==> src/rtl/mem_arbiter.sv <==
// Two-requester round-robin arbiter in front of a single word-read memory port.
// One transaction in flight; illegal addresses are answered locally with err.
module mem_arbiter #(
  parameter logic [31:0] ADDR_LIMIT  = 32'h0000_1000,
  parameter bit          CHECK_ALIGN = 1'b1
) (
  input  logic        clk,
  input  logic        rst,
  input  logic        m0_req_valid_i,
  output logic        m0_req_ready_o,
  input  logic [31:0] m0_addr_i,
  output logic        m0_resp_valid_o,
  input  logic        m0_resp_ready_i,
  output logic [31:0] m0_data_o,
  output logic        m0_err_o,
  input  logic        m1_req_valid_i,
  output logic        m1_req_ready_o,
  input  logic [31:0] m1_addr_i,
  output logic        m1_resp_valid_o,
  input  logic        m1_resp_ready_i,
  output logic [31:0] m1_data_o,
  output logic        m1_err_o,
  output logic        mem_req_valid_o,
  input  logic        mem_req_ready_i,
  output logic [31:0] mem_addr_o,
  input  logic        mem_resp_valid_i,
  output logic        mem_resp_ready_o,
  input  logic [31:0] mem_data_i,
  output logic        busy_o
);

  typedef enum logic [1:0] {IDLE, ISSUE, WAIT, RETURN} state_t;

  state_t      state_q, state_d;
  logic        last_grant_q, last_grant_d;
  logic        owner_q, owner_d;
  logic        err_q, err_d;
  logic [31:0] addr_q, addr_d;
  logic [31:0] data_q, data_d;
  logic        win_m0, win_m1, accept;
  logic [31:0] sel_addr;

  function automatic logic addr_legal(input logic [31:0] a);
    logic ok;
    ok = (a < ADDR_LIMIT);
    if (CHECK_ALIGN && (a[1:0] != 2'b00)) ok = 1'b0;
    return ok;
  endfunction

  always_comb begin
    state_d          = state_q;
    last_grant_d     = last_grant_q;
    owner_d          = owner_q;
    err_d            = err_q;
    addr_d           = addr_q;
    data_d           = data_q;
    m0_req_ready_o   = 1'b0;
    m1_req_ready_o   = 1'b0;
    mem_req_valid_o  = 1'b0;
    mem_addr_o       = '0;
    mem_resp_ready_o = 1'b0;
    accept           = 1'b0;
    // On a tie the requester that was not served last wins.
    win_m0   = m0_req_valid_i && (!m1_req_valid_i || last_grant_q);
    win_m1   = m1_req_valid_i && (!m0_req_valid_i || !last_grant_q);
    sel_addr = win_m1 ? m1_addr_i : m0_addr_i;

    case (state_q)
      IDLE: begin
        m0_req_ready_o = !rst && win_m0;
        m1_req_ready_o = !rst && win_m1;
        accept         = m0_req_ready_o || m1_req_ready_o;
        if (accept) begin
          owner_d = win_m1;
          addr_d  = sel_addr;
          if (addr_legal(sel_addr)) begin
            state_d = ISSUE;
          end else begin
            data_d  = '0;
            err_d   = 1'b1;
            state_d = RETURN;
          end
        end
      end
      ISSUE: begin
        mem_req_valid_o = 1'b1;
        mem_addr_o      = addr_q;
        if (mem_req_ready_i) state_d = WAIT;
      end
      WAIT: begin
        mem_resp_ready_o = 1'b1;
        if (mem_resp_valid_i) begin
          data_d  = mem_data_i;
          err_d   = 1'b0;
          state_d = RETURN;
        end
      end
      RETURN: begin
        if (owner_q ? m1_resp_ready_i : m0_resp_ready_i) begin
          last_grant_d = owner_q;
          state_d      = IDLE;
        end
      end
      default: state_d = IDLE;
    endcase
  end

  always_ff @(posedge clk) begin
    if (rst) begin
      state_q      <= IDLE;
      last_grant_q <= 1'b1;
      owner_q      <= 1'b0;
      err_q        <= 1'b0;
    end else begin
      state_q      <= state_d;
      last_grant_q <= last_grant_d;
      owner_q      <= owner_d;
      err_q        <= err_d;
    end
  end

  // Address and read data are only observed once qualified by state, so no reset.
  always_ff @(posedge clk) begin
    addr_q <= addr_d;
    data_q <= data_d;
  end

  assign m0_resp_valid_o = (state_q == RETURN) && !owner_q;
  assign m1_resp_valid_o = (state_q == RETURN) && owner_q;
  assign m0_data_o       = m0_resp_valid_o ? data_q : '0;
  assign m1_data_o       = m1_resp_valid_o ? data_q : '0;
  assign m0_err_o        = m0_resp_valid_o && err_q;
  assign m1_err_o        = m1_resp_valid_o && err_q;
  assign busy_o          = (state_q != IDLE);

endmodule

==> config.mk <==
export PLATFORM = sky130hd
export DESIGN_NAME = mem_arbiter
export DESIGN_NICKNAME = d
export VERILOG_FILES = /design/src/rtl/mem_arbiter.sv
export SDC_FILE = /design/constraint.sdc
export NUM_CORES = 1
export LEC_CHECK = 0
export ABC_AREA = 1
export CORE_ASPECT_RATIO = 1.75
export CORE_MARGIN = 1
export CORE_UTILIZATION = 42
export CTS_CLUSTER_DIAMETER = 150
export DETAILED_ROUTE_END_ITERATION = 12
export PLACE_DENSITY_LB_ADDON = 0.15
export SYNTH_ARGS = -nofsm -noshare
export SYNTH_HDL_FRONTEND = slang
export SYNTH_SLANG_ARGS = --single-unit
==> constraint.sdc <==
create_clock -name clk -period 6.9 [get_ports clk]
set_clock_uncertainty 0.05 [all_clocks]
set_input_delay 1.035 -clock clk [delete_from_list [all_inputs] [get_ports clk]]
set_output_delay 1.035 -clock clk [all_outputs]
set_load 0.02 [all_outputs]
**Word level (Yosys, flattened, before mapping)**

Index checks and enable logic that the tools add are counted.

- Bits of input ports: 104
- Output and inout bits: 105
- Word-level logic and storage cells: 65
- Register bits after elaboration: 69

- Reductions and logical operators: 24
- Mux-type cells: 26
- Equal/unequal tests: 8
- Order comparisons: 1

Operators by type and width:

| operator | count |
|---|---|
| $mux W32 | 7 |
| $pmux W32 S2 | 1 |
| $lt A32 B13 Y1 const B | 1 |
| $mux W1 | 11 |
| $mux W2 | 5 |
| $ne A2 B2 Y1 const B | 5 |
| $logic_and A1 B1 Y1 | 8 |
| $pmux W2 S4 | 1 |
| $reduce_and A4 Y1 | 2 |
| $reduce_bool A2 Y1 | 3 |
| $logic_not A1 Y1 | 5 |
| $eq A2 B2 Y1 const B | 2 |
| $reduce_and A2 Y1 | 2 |
| $logic_or A1 B1 Y1 | 3 |
| $eq A2 B1 Y1 const B | 1 |
| $logic_not A2 Y1 | 1 |
| $pmux W1 S2 | 1 |

**Logic depth before layout (Yosys ltp)**

Gate-level depths: netlist (run 1).

- Depth in word-level cells: 11
- Mapped depth: 12
- Gate-level depth less buffers: 12

**Worst setup path after synthesis (run 1)**

Ideal clock, no wire load.

- Path kind: input-to-reg
- Start: input port m1_req_valid_i
- End: register addr_q[0], enable pin
- Arrival time: 3.644 ns
- Library setup time: 0.466 ns
- Path slack: 2.740 ns
- Required time: 6.384 ns
- Path buffers: 1
- Stages on the path: 4
- Path through: buf_2 nand2_1 nand3_1 o21ai_0

- Cells in the longest elaborated chain, start to end: 6
- Elaborated cells on any way between the ends: 8

RTL lines:

| item | RTL line | source |
|---|---|---|
| from (decl) | 16 | `input logic m1_req_valid_i,` |
| $logic_not A1 Y1 | 64 | `win_m0 = m0_req_valid_i && (!m1_req_valid_i \|\| last_grant_q);` |
| $logic_or A1 B1 Y1 | 64 |  |
| $logic_and A1 B1 Y1 | 64 |  |
| $logic_and A1 B1 Y1 | 70 | `m0_req_ready_o = !rst && win_m0;` |
| $logic_or A1 B1 Y1 (*) | 72 | `accept = m0_req_ready_o \|\| m1_req_ready_o;` |
| $reduce_and A2 Y1 (no line) (*) | -- |  |
| to (signal assigned) | 124 | `addr_q <= addr_d;` |
| to (decl) | 38 | `logic [31:0] addr_q, addr_d;` |

Every way passes the cells marked *; elsewhere a longest branch is shown, timed or not.
A chain may end at the register's enable or synchronous reset.

**Worst setup path after layout (run 1)**

- Start: input port m1_req_valid_i
- End: output port m1_req_ready_o

- Cells in the longest elaborated chain, start to end: 3

RTL lines:

| item | RTL line | source |
|---|---|---|
| $logic_and A1 B1 Y1 | 65 | `win_m1 = m1_req_valid_i && (!m0_req_valid_i \|\| !last_grant_q);` |
| $logic_and A1 B1 Y1 | 71 | `m1_req_ready_o = !rst && win_m1;` |
| $mux W1 | 68 | `case (state_q)` |
| to (decl) | 17 | `output logic m1_req_ready_o,` |

No other way between the ends.

==> metrics, run 1 <==
root buf cell clkbuf_16; first-pass GRT wire length 15330 um; area growth from synthesis to layout 64.21%; Synth Area in Simple Gates 27.88%; sequential area share after synthesis 54.16%; Syn Area/Cell 7.620 um2; worst hold margin 470.9 ps; vias in the first global route 3435; Slew headroom 20.40%; Die Y-Extent 126.7 um; Cells after Synth 490; Post-Route Setup TNS 0 ps; Port Buffer Count 208; Syn Nets 598; PostCTS Resize Cnt 0; Final Cell Area 6131 um2; Top Metal Used met4; startpoint types primary input; clock buffer depth 2; num ports 209; Met3 Routed Length 650 um; P_leak 2.981 nW; Worst-path clk slew 50 ps; post-placement cell area 5878 um2; Synth area leader edfxtp_1; die area 9285 um2; antenna diode count 0; CP Max Fanout 36; CTS tree yes; Placeable Area 8671 um2; post-synthesis xor/xnor area fraction 0%; Syn. warnings 0; Hold Buf Count CTS 0; most frequent cells in the layout clkdlybuf4s50_1 (208), nand2_1 (152), inv_1 (118); layout cells sized above 1 2.165%; Mapped Area 3734 um2; Worst Path Class, Setup primary input to output pin; Max VDD drop 226.9 uV; GRT Overall Usage 21.84%; pwr dens 295.1 nW/um2; DRT met1 WL 3636 um; commonest non-fill, non-tap cell in the layout clkdlybuf4s50_1; largest net degree at the start of global routing 37; Final min period 4513 ps; drc violations 0; total congestion overflow 0; Vias 3661; largest family of logic cells by synthesized area simple AND/OR/NAND/NOR gates; Worst-Margin Slew 1193 ps; R2R depth 11; DR WL/cell 12.06 um; dpl hpwl 7550 um; maximum clock rate 221.6 MHz; top-area cell type share of the netlist area 51.47%; fin. max-slew vios 0; post-synthesis adder-cell area fraction 1.340%; number of synthesized register bits 69; MaxCap Viol Count 0; Row Count 45; mux contribution to synthesized area 0%; CTS sink cnt 69; TritonCTS buffer count 9; metal2 WL 5277 um; Starting DRT DRC Count 126; antenna violations before repair 0; compound-cell area share of the yosys netlist 2.011%; count of cell types in the netlist 21; RePlAce Congestion 0.8202; crit path DAT 3430 ps; H-tree Lvls 3; Hold Crit Depth 2; antenna-violating nets left 0; period utilization 65.41%; RSZ-0062 raised after global routing false; endpoints failing hold 0; Final Core Density 70.71%; dominant cells by area after synthesis edfxtp_1 (51%), nand2_1 (15%), inv_1 (12%); HP Class register to register; worst skew pair latency 330 ps; Worst Setup End Kind output pin; layout net count 796; status finished clean; die width 73.27 um; Finish-stage setup viols 0; final WL 9771 um; WP data required 5810 ps; starting utilization of the core area 43.06%; vias per cell 4.520; drt first pass iters 5; # Post-CTS Setup Buffers 0
[kinds of logic (layout without fill, tap and decap cells)]
logic type | after synthesis | after routing
flip-flops | 69 | 69
buffers and inverters | 140 | 343
AO/OA/AOI/OAI | 13 | 13
adder cells (fa/ha/maj) | 4 | 4
AND/OR/NAND/NOR | 264 | 264
[stage by stage]
step	power [mW]	instances	worst slack (ps)
after floorplan	1.117	490	2740
after global placement	1.405	794	2438
after detailed placement	1.427	794	2255
after CTS	1.825	810	2416
after global routing	1.925	810	2148
final	1.809	810	2387
[where the power goes]
group | total, mW | internal (mW) | switching, mW
logic | 0.712 | 0.271 | 0.441
clock network | 0.396 | 0.240 | 0.156
registers | 0.701 | 0.661 | 0.0400
total | 1.81 | 1.17 | 0.637
[routing by layer]
metal  up-vias  GRT usage [%]
met3        16          4.925
met4         0          8.997
li1       1849              -
met1      1644          22.27
met5         -              0
met2       152          41.07
[layout make-up]
cell class              count  area [um2]
clock buffers              13       240.2
clock inverters             3       12.51
well taps                 117       146.4
flip-flops and latches     69        2022
multi-input cells         281        1177
fillers                   741        2540
repair buffers            209        2090
inverters                 118       442.9
[final timing paths]
kind / from / endpoint / slack [ps]
hold reg to reg: err_q / err_q / 470
setup / recovery: m1_req_valid_i / m1_req_ready_o / 2390
setup reg to reg: last_grant_q / data_q[25] / 3460
hold / removal: err_q / err_q / 470
[critical path: stages]
cell,delay (ps)
clkdlybuf4s50_1,1020
nand2_4,370
nor3_1,320
clkdlybuf4s50_1,660
[synthesized netlist by cell type, drive strengths merged]
cell type	n
inv	118
nand2	153
ha	4
o211ai	2
edfxtp	64
or2	2
o31ai	1
nor2	83
o21ai	5
buf	9
clkbuf	13
nand3b	2
a31oi	2
nand3	23
nor3	1
dfxtp	5
a21oi	3
[flip-flops by register name, summed over array words and instances, names as in the netlist]
register,cells
data_q,32
last_grant_q,1
addr_q,32
err_q,1
owner_q,1
state_q,2
(Power assumes the default switching activity.)
==> inputs of run 2 (changes only) <==
--- a/config.mk
+++ b/config.mk
@@ -8,7 +8,7 @@
 export ABC_AREA = 1
 export CORE_ASPECT_RATIO = 1.75
 export CORE_MARGIN = 1
-export CORE_UTILIZATION = 42
+export CORE_UTILIZATION = 35
 export CTS_CLUSTER_DIAMETER = 150
 export DETAILED_ROUTE_END_ITERATION = 12
 export PLACE_DENSITY_LB_ADDON = 0.15
==> constraint.sdc (replaced) <==
create_clock -name clk -period 3.8 [get_ports clk]
set_clock_uncertainty 0.05 [all_clocks]
set_input_delay 0.57 -clock clk [delete_from_list [all_inputs] [get_ports clk]]
set_output_delay 0.57 -clock clk [all_outputs]
set_load 0.02 [all_outputs]
==> run 2 against run 1 <==
Sequential share of layout area decreased by 0.25 points. Global-route usage decreased by 3.7 points. Count of clock-buffer cells in the layout decreased by 1. Wire length increased by 1.3%. Worst hold slack improved by 0.81 ps. Critical path depth unchanged. Cell count increased by 1.6%.
==> metrics, run 2 (synthesized netlist as in run 1, its figures left out) <==
net switching power 1.162 mW; pwr dens 534.1 nW/um2; sw frac 35.23%; Port Buffer Count 208; Cell Int Power 2.137 mW; P_leak 3.001 nW; dpl hpwl 7708 um; die area 11100 um2; Reg power frac 38.4%; largest net degree at the start of global routing 37; clock buffer depth 2; MaxCap Viol Count 0; PostCTS Resize Cnt 0; TritonCTS buffer count 9; startpoint types register; Worst-Margin Slew 1090 ps; Worst Setup End Kind output pin; Placeable Area 10300 um2; WP data required 3180 ps; GRT Overall Usage 18.13%; Post-Route Setup TNS 0 ps; vias per cell 4.344; final WL 9902 um; Finish-stage setup viols 0; HP Class register to register; drc violations 0; antenna violations before repair 0; CP Max Fanout 34; Worst Path Class, Setup register to output pin; Regs by FF count addr_q x32, data_q x32, state_q x2; period utilization 82.55%; Final Core Density 59.97%; RePlAce Congestion 0.8129; Starting DRT DRC Count 100; area growth from synthesis to layout 65.45%; status finished clean; DR WL/cell 12.03 um; Die Y-Extent 138.6 um; layout net count 801; Row Count 49; num ports 209; combinational share of power 39.9%; antenna-violating nets left 0; total congestion overflow 0; fin. max-slew vios 0; # Post-CTS Setup Buffers 0; post-placement cell area 5928 um2; CTS tree yes; H-tree Lvls 3; maximum clock rate 318.8 MHz; Vias 3575; worst skew pair latency 320 ps; Clock Power Share 21.7%; antenna diode count 0; RSZ-0062 raised after global routing false; vias in the first global route 3434; commonest non-fill, non-tap cell in the layout clkdlybuf4s50_1; Hold Buf Count CTS 0; drt first pass iters 4; starting utilization of the core area 36.25%; CTS sink cnt 69; Slew headroom 27.14%; Final min period 3137 ps; Final Cell Area 6177 um2; crit path DAT 2520 ps; Max VDD drop 360.8 uV; die width 80.08 um; root buf cell clkbuf_16; Pwr Total 3.299 mW; most frequent cells in the layout clkdlybuf4s50_1 (208), nand2_1 (152), inv_1 (118); first-pass GRT wire length 15350 um; endpoints failing hold 0; Worst-path clk slew 50 ps; layout cells sized above 1 3.017%
[run 2: worst paths after layout]
path / startpoint / slack [ps] / depth (start not counted) / to
setup / recovery: state_q[0] / 660 / 4 / m1_data_o[21]
setup reg to reg: last_grant_q / 1440 / 12 / data_q[12]
hold reg to reg: err_q / 470 / 2 / err_q
hold / removal: err_q / 470 / 2 / err_q
[run 2: power by group through the flow]
| stage | logic [mW] | clock network [mW] | registers [mW] |
|---|---|---|---|
| 2_1_floorplan | 0.761 | 0 | 1.27 |
| 3_3_place_gp | 1.31 | 0 | 1.28 |
| 3_5_place_dp | 1.34 | 0 | 1.28 |
| 4_1_cts | 1.34 | 0.733 | 1.27 |
| 5_1_grt | 1.46 | 0.757 | 1.30 |
| 6_report | 1.32 | 0.715 | 1.27 |
[run 2: worst max-delay path, stage by stage, from the launching register on]
cell and delay, ps:
dfxtp_1 390, ha_1 220, nand2_1 630, nor2_1 310
clkdlybuf4s50_1 640
[run 2: stage by stage]
stage / cells / setup WS (ps) / hold WS (ps)
floorplan: 490 / 105.4 / 401.6
global placement: 809 / 631.5 / 471.0
CTS: 823 / 644.9 / 472.2
detailed placement: 809 / 550.3 / 461.5
finish: 823 / 663.1 / 471.7
global route: 823 / 469.2 / 530.1
[run 2: layout make-up]
cell class	count	area, um2
inverter	118	442.9
tap	127	158.9
timing repair buffer	214	2127
sequential	69	2022
clock inverter	2	12.51
fill	949	4123
multi-input combinational	281	1177
clock buffer	12	236.5
[run 2: layer usage]
layer  vias to the layer above  track usage [%]  part of all wire [%]
li1                       1851                -                     -
met1                      1563            18.40                    37
met2                       146            34.05                    54
met3                        15            3.816                   6.7
met4                         0            8.271                   2.2
met5                         -                0                     0
